$ cat config.mk
export PLATFORM = sky130hd
export DESIGN_NAME = lvds_frame_ctrl_flat
export DESIGN_NICKNAME = d
export VERILOG_FILES = /design/src/rtl/lvds_frame_ctrl_pkg.sv /design/src/rtl/lvds_frame_ctrl_if.sv /design/src/rtl/cdc_toggle_sync.sv /design/src/rtl/lvds_frame_ctrl.sv /design/src/flat_wrapper.sv
export SDC_FILE = /design/constraint.sdc
export NUM_CORES = 1
export LEC_CHECK = 0
export BUFFER_PORTS_ARGS = -buffer_cell sky130_fd_sc_hd__buf_4
export CAP_MARGIN = 0
export CORE_MARGIN = 3
export CORE_UTILIZATION = 55
export CTS_CLUSTER_SIZE = 16
export DETAILED_ROUTE_END_ITERATION = 8
export HOLD_SLACK_MARGIN = 0.12
export PLACE_DENSITY = 0.78
export SYNTH_ARGS = -nofsm -noshare
export SYNTH_HDL_FRONTEND = slang
export SYNTH_SLANG_ARGS = --single-unit
$ cat constraint.sdc
create_clock -name lvds_clk -period 5.5 [get_ports lvds_clk]
set_input_delay 0.275 -clock lvds_clk [delete_from_list [all_inputs] [get_ports lvds_clk]]
set_output_delay 0.275 -clock lvds_clk [all_outputs]
set_load 0.005 [all_outputs]
$ cat src/rtl/lvds_frame_ctrl_pkg.sv
// +----------------------------------------------------------------------------+
// | lvds_rx_pkg : shared constants and state encoding for the LVDS frame path   |
// | Rev 1.0                                                                      |
// +----------------------------------------------------------------------------+
`default_nettype none

package lvds_rx_pkg;

    localparam int WORD_W    = 32;
    localparam int BIT_CNT_W = $clog2(WORD_W);

    localparam logic [WORD_W-1:0] SYNC_WORD_DEF = 32'h5346444B;

    typedef logic [1:0] state_t;

    localparam state_t ST_IDLE   = 2'd0;
    localparam state_t ST_HUNT   = 2'd1;
    localparam state_t ST_RECV   = 2'd2;
    localparam state_t ST_COMMIT = 2'd3;

endpackage

`default_nettype wire

$ cat src/rtl/lvds_frame_ctrl_if.sv
// +----------------------------------------------------------------------------+
// | lvds_frame_ctrl_if : RAM port-A write bus plus the frame/release toggles    |
// | Rev 1.0                                                                      |
// +----------------------------------------------------------------------------+
`default_nettype none

interface lvds_frame_ctrl_if
    import lvds_rx_pkg::*;
#(
    parameter int ADDR_W = 4
);

    logic              wr_en;
    logic [ADDR_W-1:0] wr_addr;
    logic [WORD_W-1:0] wr_data;
    logic              frame_tgl;
    logic              frame_bank;
    logic              bank_rel_tgl;

    modport master (
        output wr_en,
        output wr_addr,
        output wr_data,
        output frame_tgl,
        output frame_bank,
        input  bank_rel_tgl
    );

    modport slave (
        input  wr_en,
        input  wr_addr,
        input  wr_data,
        input  frame_tgl,
        input  frame_bank,
        output bank_rel_tgl
    );

endinterface

`default_nettype wire

$ cat src/rtl/cdc_toggle_sync.sv
// +----------------------------------------------------------------------------+
// | cdc_toggle_sync : 2-FF toggle synchroniser with XOR edge detect -> pulse    |
// | Rev 1.0                                                                      |
// +----------------------------------------------------------------------------+
`default_nettype none

module cdc_toggle_sync (
    input  logic clk,
    input  logic rst_n,
    input  logic tgl_in,
    output logic pulse_out
);

    logic [2:0] sync_q;
    logic [2:0] sync_d;

    always_comb begin
        sync_d = {sync_q[1:0], tgl_in};
    end

    always_ff @(posedge clk or negedge rst_n) begin
        if (!rst_n) begin
            sync_q <= 3'b000;
        end else begin
            sync_q <= sync_d;
        end
    end

    // Pulse is a function of flops only, so it is glitch-free in the destination domain
    assign pulse_out = sync_q[2] ^ sync_q[1];

endmodule

`default_nettype wire

$ cat src/rtl/lvds_frame_ctrl.sv
// +----------------------------------------------------------------------------+
// | lvds_frame_ctrl : sync hunt, payload capture into ping-pong banks, handoff  |
// | Rev 1.0                                                                      |
// +----------------------------------------------------------------------------+
`default_nettype none

module lvds_frame_ctrl
    import lvds_rx_pkg::*;
#(
    parameter logic [31:0] SYNC_WORD = SYNC_WORD_DEF,
    parameter int          WORDS     = 8,
    parameter int          CNT_W     = 8
) (
    input  logic             lvds_clk,
    input  logic             rst_n,
    input  logic             lvds_data_in,
    input  logic             cap_en,
    lvds_frame_ctrl_if.master bus,
    output logic [CNT_W-1:0] ovf_cnt,
    output logic [CNT_W-1:0] abort_cnt,
    output logic             busy
);

    localparam int WA_W   = $clog2(WORDS);
    localparam int ADDR_W = WA_W + 1;

    logic [WORD_W-2:0]    sr_q;
    logic [WORD_W-1:0]    sr_d;
    state_t               state_q,      state_d;
    logic [BIT_CNT_W-1:0] bit_cnt_q,    bit_cnt_d;
    logic [WA_W-1:0]      word_cnt_q,   word_cnt_d;
    logic                 wr_bank_q,    wr_bank_d;
    logic                 rd_bank_q,    rd_bank_d;
    logic [1:0]           full_q,       full_d;
    logic                 wr_en_q,      wr_en_d;
    logic [ADDR_W-1:0]    wr_addr_q,    wr_addr_d;
    logic [WORD_W-1:0]    wr_data_q,    wr_data_d;
    logic                 frame_tgl_q,  frame_tgl_d;
    logic                 frame_bank_q, frame_bank_d;
    logic [CNT_W-1:0]     ovf_cnt_q,    ovf_cnt_d;
    logic [CNT_W-1:0]     abort_cnt_q,  abort_cnt_d;
    logic                 rel_pulse;

    function automatic logic [CNT_W-1:0] sat_inc(input logic [CNT_W-1:0] v);
        return (&v) ? v : v + 1'b1;
    endfunction

    cdc_toggle_sync u_rel_sync (
        .clk       (lvds_clk),
        .rst_n     (rst_n),
        .tgl_in    (bus.bank_rel_tgl),
        .pulse_out (rel_pulse)
    );

    always_comb begin
        // sr_d is the 32-bit window including the bit sampled on this edge, so the
        // sync is seen on the edge of its last bit and payload words align exactly.
        sr_d         = {sr_q, lvds_data_in};
        state_d      = state_q;
        bit_cnt_d    = bit_cnt_q;
        word_cnt_d   = word_cnt_q;
        wr_bank_d    = wr_bank_q;
        rd_bank_d    = rd_bank_q;
        full_d       = full_q;
        wr_en_d      = 1'b0;
        wr_addr_d    = wr_addr_q;
        wr_data_d    = wr_data_q;
        frame_tgl_d  = frame_tgl_q;
        frame_bank_d = frame_bank_q;
        ovf_cnt_d    = ovf_cnt_q;
        abort_cnt_d  = abort_cnt_q;

        case (state_q)
            ST_IDLE: begin
                if (cap_en) begin
                    state_d = ST_HUNT;
                end
            end
            ST_HUNT: begin
                if (!cap_en) begin
                    state_d = ST_IDLE;
                end else if (sr_d == SYNC_WORD) begin
                    if (!full_q[wr_bank_q]) begin
                        state_d    = ST_RECV;
                        bit_cnt_d  = '0;
                        word_cnt_d = '0;
                    end else begin
                        ovf_cnt_d = sat_inc(ovf_cnt_q);
                    end
                end
            end
            ST_RECV: begin
                if (!cap_en) begin
                    state_d     = ST_IDLE;
                    abort_cnt_d = sat_inc(abort_cnt_q);
                end else begin
                    bit_cnt_d = bit_cnt_q + 1'b1;
                    if (bit_cnt_q == BIT_CNT_W'(WORD_W - 1)) begin
                        wr_en_d    = 1'b1;
                        wr_data_d  = sr_d;
                        wr_addr_d  = {wr_bank_q, word_cnt_q};
                        word_cnt_d = word_cnt_q + 1'b1;
                        if (word_cnt_q == WA_W'(WORDS - 1)) begin
                            state_d = ST_COMMIT;
                        end
                    end
                end
            end
            ST_COMMIT: begin
                frame_bank_d = wr_bank_q;
                frame_tgl_d  = ~frame_tgl_q;
                wr_bank_d    = ~wr_bank_q;
                state_d      = cap_en ? ST_HUNT : ST_IDLE;
            end
            default: begin
                state_d = ST_IDLE;
            end
        endcase

        // Release is applied first so a commit to the same bank bit overrides it
        if (rel_pulse && full_q[rd_bank_q]) begin
            full_d[rd_bank_q] = 1'b0;
            rd_bank_d         = ~rd_bank_q;
        end
        if (state_q == ST_COMMIT) begin
            full_d[wr_bank_q] = 1'b1;
        end
    end

    always_ff @(posedge lvds_clk or negedge rst_n) begin
        if (!rst_n) begin
            sr_q         <= '0;
            state_q      <= ST_IDLE;
            bit_cnt_q    <= '0;
            word_cnt_q   <= '0;
            wr_bank_q    <= 1'b0;
            rd_bank_q    <= 1'b0;
            full_q       <= 2'b00;
            wr_en_q      <= 1'b0;
            wr_addr_q    <= '0;
            wr_data_q    <= '0;
            frame_tgl_q  <= 1'b0;
            frame_bank_q <= 1'b0;
            ovf_cnt_q    <= '0;
            abort_cnt_q  <= '0;
        end else begin
            sr_q         <= sr_d[WORD_W-2:0];
            state_q      <= state_d;
            bit_cnt_q    <= bit_cnt_d;
            word_cnt_q   <= word_cnt_d;
            wr_bank_q    <= wr_bank_d;
            rd_bank_q    <= rd_bank_d;
            full_q       <= full_d;
            wr_en_q      <= wr_en_d;
            wr_addr_q    <= wr_addr_d;
            wr_data_q    <= wr_data_d;
            frame_tgl_q  <= frame_tgl_d;
            frame_bank_q <= frame_bank_d;
            ovf_cnt_q    <= ovf_cnt_d;
            abort_cnt_q  <= abort_cnt_d;
        end
    end

    assign bus.wr_en      = wr_en_q;
    assign bus.wr_addr    = wr_addr_q;
    assign bus.wr_data    = wr_data_q;
    assign bus.frame_tgl  = frame_tgl_q;
    assign bus.frame_bank = frame_bank_q;
    assign ovf_cnt        = ovf_cnt_q;
    assign abort_cnt      = abort_cnt_q;
    assign busy           = (state_q != ST_IDLE);

endmodule

`default_nettype wire
$ cat src/flat_wrapper.sv
// flat-port wrapper written by rule: the top's interface ports become plain ports
module lvds_frame_ctrl_flat import lvds_rx_pkg::*;
#(
    parameter logic [31:0] SYNC_WORD = SYNC_WORD_DEF,
    parameter int          WORDS     = 8,
    parameter int          CNT_W     = 8
)
  (lvds_clk, rst_n, lvds_data_in, cap_en, ovf_cnt, abort_cnt, busy, bus_wr_en, bus_wr_addr, bus_wr_data, bus_frame_tgl, bus_frame_bank, bus_bank_rel_tgl);
  lvds_frame_ctrl_if bus_i ();
  input  logic lvds_clk;
  input  logic rst_n;
  input  logic lvds_data_in;
  input  logic cap_en;
  output logic [CNT_W-1:0] ovf_cnt;
  output logic [CNT_W-1:0] abort_cnt;
  output logic busy;
  output wire logic [$bits(bus_i.wr_en)-1:0] bus_wr_en;
  output wire logic [$bits(bus_i.wr_addr)-1:0] bus_wr_addr;
  output wire logic [$bits(bus_i.wr_data)-1:0] bus_wr_data;
  output wire logic [$bits(bus_i.frame_tgl)-1:0] bus_frame_tgl;
  output wire logic [$bits(bus_i.frame_bank)-1:0] bus_frame_bank;
  input wire logic [$bits(bus_i.bank_rel_tgl)-1:0] bus_bank_rel_tgl;
  assign bus_wr_en = bus_i.wr_en;
  assign bus_wr_addr = bus_i.wr_addr;
  assign bus_wr_data = bus_i.wr_data;
  assign bus_frame_tgl = bus_i.frame_tgl;
  assign bus_frame_bank = bus_i.frame_bank;
  assign bus_i.bank_rel_tgl = bus_bank_rel_tgl;
  lvds_frame_ctrl #(.SYNC_WORD(SYNC_WORD), .WORDS(WORDS), .CNT_W(CNT_W)) u_core (.lvds_clk(lvds_clk), .rst_n(rst_n), .lvds_data_in(lvds_data_in), .cap_en(cap_en), .bus(bus_i), .ovf_cnt(ovf_cnt), .abort_cnt(abort_cnt), .busy(busy));
endmodule
Yosys cells after proc, flatten, opt, wreduce, memory -nomap -nowiden --
Index checks and enable logic that the tools add are counted.
Storage, ports and cells: input bits 5, register bits after elaboration 103, output and inout bits 56
Operators by class: mux-type cells 33, add/subtract/negate cells 4, order comparisons 4, reduce and logical (&&, ||, !) cells 14, bitwise operators 10, eq/ne operators 16
Operator list (count):
- equality test 32 x 31 -> 1 bit, second input constant | 1
- 2-to-1 mux 5 bit | 4
- 2-to-1 mux 2 bit | 9
- adder 8 x 1 -> 8 bit, second input constant | 2
- AND reduction 8 bit | 2
- 2-to-1 mux 3 bit | 5
- AND reduction 5 bit | 3
- 2-to-1 mux 1 bit | 10
- one-hot mux 5 bit (2 select lines) | 1
- inequality test 3 x 2 -> 1 bit, second input constant | 3
- inequality test 2 bit, second input constant | 4
- one-hot mux 2 bit (4 select lines) | 1
- inverter 1 bit | 6
- one-hot mux 3 bit (2 select lines) | 1
- AND reduction 3 bit | 2
- AND reduction 6 bit | 1
- adder 5 x 1 -> 5 bit, second input constant | 1
- equality test 5 bit, second input constant | 1
- equality test 2 bit, second input constant | 2
- less-than comparator 1 x 2 -> 1 bit, second input constant | 2
- inequality test 2 x 1 -> 1 bit, second input constant | 2
- nonzero test 2 bit | 2
- adder 3 x 1 -> 3 bit, second input constant | 1
- equality test 3 bit, second input constant | 1
- 10 further kinds | 14

Longest topological paths before layout --
depth in word-level cells 9, gate-level depth with buffers 7, mapped depth without buffers 6

Modules after synthesis --
From an unflattened synthesis, not the netlist that was laid out.
Unflattened totals: cells, all modules 325, area, all modules 3903.7 um^2
Modules (own cells, without submodules):
- lvds_frame_ctrl | times used 1, area each 3819.9 um^2, seq. area each 2502.4 um^2, cells an instance 321
- cdc_toggle_sync | times used 1, area each 83.8 um^2, seq. area each 75.1 um^2, cells an instance 4

Worst setup path after synthesis --
OpenSTA, ideal clock, no wires.
kind register to register, start register u_core.ovf_cnt_q[0], in the netlist u_core.ovf_cnt[0], end register u_core.ovf_cnt_q[1], in the netlist u_core.ovf_cnt[1], path buffers 0, cell stages (with the launch flop) 6, data required time 5.372 ns, data arrival time 1.720 ns, period minus slack after synthesis 1.848 ns, slack 3.652 ns, path through dfrtp_1 ha_1 and2_1 a311o_1 nor3_4 mux2_1
On the way: word-level cells in the longest chain between the ends 3
RTL lines:
- from (decl) | line lvds_frame_ctrl.sv:40 | logic [CNT_W-1:0] ovf_cnt_q, ovf_cnt_d;
- from (signal assigned) | line lvds_frame_ctrl.sv:159 | ovf_cnt_q <= ovf_cnt_d;
- branches (longest 3 deep; another with adder 8 x 1 -> 8 bit)
Parallel ways; which one is timed is not known. A chain may end at the register's enable or synchronous reset.

Final worst setup path --
start register u_core.state_q[1], end register u_core.wr_data_q[20], in the netlist u_core.bus.wr_data[20]
On the way: word-level cells in the longest chain between the ends 2
RTL lines:
- from (decl) | line lvds_frame_ctrl.sv:29 | state_t state_q, state_d;
- from (signal assigned) | line lvds_frame_ctrl.sv:148 | state_q <= state_d;
- equality test 2 bit | line lvds_frame_ctrl.sv:73 | case (state_q)
- AND reduction 3 bit (no line)
- to (signal assigned) | line lvds_frame_ctrl.sv:156 | wr_data_q <= wr_data_d;
- to (decl) | line lvds_frame_ctrl.sv:37 | logic [WORD_W-1:0] wr_data_q, wr_data_d;
No other way between the ends.

==> reports/qor.yml <==
clock_network:
  clkTransAtPathRegs_ns: 0.08
  cts_setup_buffers: 0
  numClockSinks: 103
  cts_root_buf: "clkbuf_8"
  cts_buffers: 9
  cts_tree: "built"
  cts.path.max_buffers: 2
  ctsHoldBuffers: 3
  post_cts_resized: 0
  cts_max_level: 3
  clk_latency_ns: 0.36
yosys:
  synth-compound-area-share_pct: 2.420
  synth_area_um2: 3775
  synth_area_leaders: "dfrtp_1 (68%), mux2_2 (9.2%), xnor2_1 (2.6%)"
  synthFlopType: "dfrtp_1"
  synth_most_common_cell: "dfrtp_1"
  synth-xor-area-share_pct: 3.944
  synth_top_family_by_area: "multiplexers"
  synth_top_area_cell: "dfrtp_1"
  netlist.area_leader.share_pct: 68.28
  synth_edf_count: 0
  async_flop_share_pct: 100.0
  syn_nets: 262
  synthMuxAreaShare_pct: 11.87
  synth.avg_cell_area_um2: 15.04
  synth-seq-area-share_pct: 68.28
  synth-simple-area-share_pct: 10.44
  synthAdderAreaFrac_pct: 1.989
  yosysUniqueCellTypes: 36
  synth-seq-cells: 103
  ys_warn_count: 0
  synth_common_cells: "dfrtp_1 (103), mux2_2 (31), nand2_1 (17)"
  netlist_instances: 251
place:
  dp_hpwl_um: 4201
  placement.io_buffers: 60
  gp_congestion: 0.7448
hold_path:
  min_from: "cap_en"
  hold_depth: 3
  whs_endpoint: "u_core.state_q[0]$_DFFE_PN0P_"
  hold_class: "primary input to register"
routing:
  drtAntennaViolNets: 0
  drt-pass1-iter-count: 4
  routedWlPerCell_um: 15.23
  drc: 0
  via_count: 2173
  drtIter0Drc: 94
  wl_um: 6137
  via_per_inst: 5.392
timing:
  setup_violations: 0
  post-route-min-period_ns: 2.300
  timing.final.crit_share_pct: 41.82
  max_slew_margin_pct: 37.38
  slew_violations: 0
  final-hold-violation-count: 0
  fmaxAchievable_mhz: 434.7
  skew_ns: 0.005915
  rsz0062_at_grt: "no"
  finalSetupTns_ns: 0
  worst_pin_slew_ns: 0.9360
power_and_ir_drop:
  ir_drop_uv: 219.2
  power.leakage_nw: 2.371
  finalPower_mw: 1.277
  powerDensity_nw_per_um2: 281.1
die:
  core_um2: 6495
  initial_core_util_pct: 58.12
  rows: 29
  die_area_um2: 7893
  boundaryPins: 61
  die_h_um: 88.85
  fp.dieW_um: 88.85
cells_and_area:
  drive_above_1_share_pct: 34.97
  antenna_cells: 0
  fin_nets: 332
  area_delta_synth_final_pct: 20.32
  fillers: 486
  multiInputGateArea_um2: 1157
  seqCellArea_um2: 2577
global_routing:
  grt_pass1_wl_um: 10490
  grt_max_degree: 73
  antenna_found_initial: 0
  grt.overflow.total: 0
  grt_pass1_vias: 2178
  grt_usage_pct: 17.87
worst_setup_path:
  arrival_ns: 2.54
  worstRegToRegCells: 4
  critPathKind: "register to register"
  worstSetupEndpointType: "register"
  start_kind: "register"
  timing.rr.end: "u_core.bus.wr_data[20]$_DFFE_PN0P_"
  reg2reg_slack_ns: 3.20
  r2r_start: "u_core.state_q[1]$_DFFE_PN0P_"
  crit_path_max_fanout: 41
  required_ns: 5.74
job:
  cap_viol_max_count: 0
outcome:
  status: "complete, no violations"
-- per-stage QoR --
stage          util, %  instances  hold WS, ns  setup slack [ns]  instance area, um^2
4_1_cts          69.93        403       0.1851             3.186                 4542
5_1_grt          69.93        403       0.1879             3.006                 4542
6_report         69.93        403       0.2058             3.200                 4542
2_1_floorplan        -        251     -0.02059             3.652                 3775
3_5_place_dp     66.27        384       0.2269             3.206                 4304
3_3_place_gp     66.27        384       0.2292             3.254                 4304
-- area by class of cell --
class,instances,area share [%]
Timing Repair Buffer,64,10.74
Inverter,4,0.3306
Clock buffer,11,3.333
Multi-Input combinational cell,139,25.48
Tap cell,77,2.121
Clock inverter,5,1.240
Sequential cell,103,56.75
-- placed cells by master, fill, tap and decap left out, drive strengths merged, types with 2 or more instances in the layout --
cell           n
dfrtp        103
buf           61
mux2          38
nand2         18
xnor2         11
clkbuf        11
nand3          8
xor2           6
nand4          6
ha             6
nor4b          6
nand3b         5
a21oi          5
o21ai          5
inv            4
and3           4
dlygate4sd3    3
nor3           3
clkinv         3
and2           2
and4b          2
mux2i          2
nor2           2
or2            2
-- where the power goes --
part	switching (mW)	leakage [nW]	internal, mW	total [mW]
combinational	0.0174	0.907	0.00720	0.0246
clock	0.238	0.105	0.234	0.472
sequential	0.0103	1.36	0.770	0.780
-- layer usage --
metal,share of wire [%],global-route usage [%]
met5,0,0
met4,1.1,5.357
met3,6.6,7.914
met2,47,27.33
met1,45,23.27
-- registers in the layout (all words and copies together), names as in the netlist, 2 cells and up --
register and flops:
u_core.bus.wr_data 32, u_core.sr_q 31, u_core.abort_cnt 8, u_core.ovf_cnt 8, u_core.bit_cnt_q 5, u_core.bus.wr_addr 4
u_core.u_rel_sync.sync_q 3, u_core.word_cnt_q 3, u_core.full_q 2, u_core.state_q 2
-- worst max-delay path by stage --
stage                                          startpoint                                 end  slack [ns]  depth (start not counted)
after detailed placement  u_core.bit_cnt_q[0]$_DFFE_PN0P_  u_core.bus.wr_data[23]$_DFFE_PN0P_        3.21                          5
final                       u_core.state_q[1]$_DFFE_PN0P_  u_core.bus.wr_data[20]$_DFFE_PN0P_        3.20                          4
after floorplan             u_core.ovf_cnt[0]$_DFFE_PN0P_       u_core.ovf_cnt[1]$_DFFE_PN0P_        3.65                          5
after global routing        u_core.state_q[1]$_DFFE_PN0P_  u_core.bus.wr_data[18]$_DFFE_PN0P_        3.01                          4
after CTS                 u_core.bit_cnt_q[0]$_DFFE_PN0P_  u_core.bus.wr_data[23]$_DFFE_PN0P_        3.19                          5
after global placement      u_core.state_q[0]$_DFFE_PN0P_  u_core.bus.wr_data[19]$_DFFE_PN0P_        3.25                          4
-- logic make-up after synthesis --
group	after synthesis
fa+ha+maj	6
mux	40
compound gates	15
xor+xnor	17
buf+inv	9
simple gates	61
flops	103
-- critical path: stages, from the launching register on --
cell and delay, ns:
dfrtp_1 0.41, nor2b_1 0.29, and2_1 0.35, nand2_2 0.59, mux2_1 0.53
No activity file was read; power rests on OpenSTA's default activity.
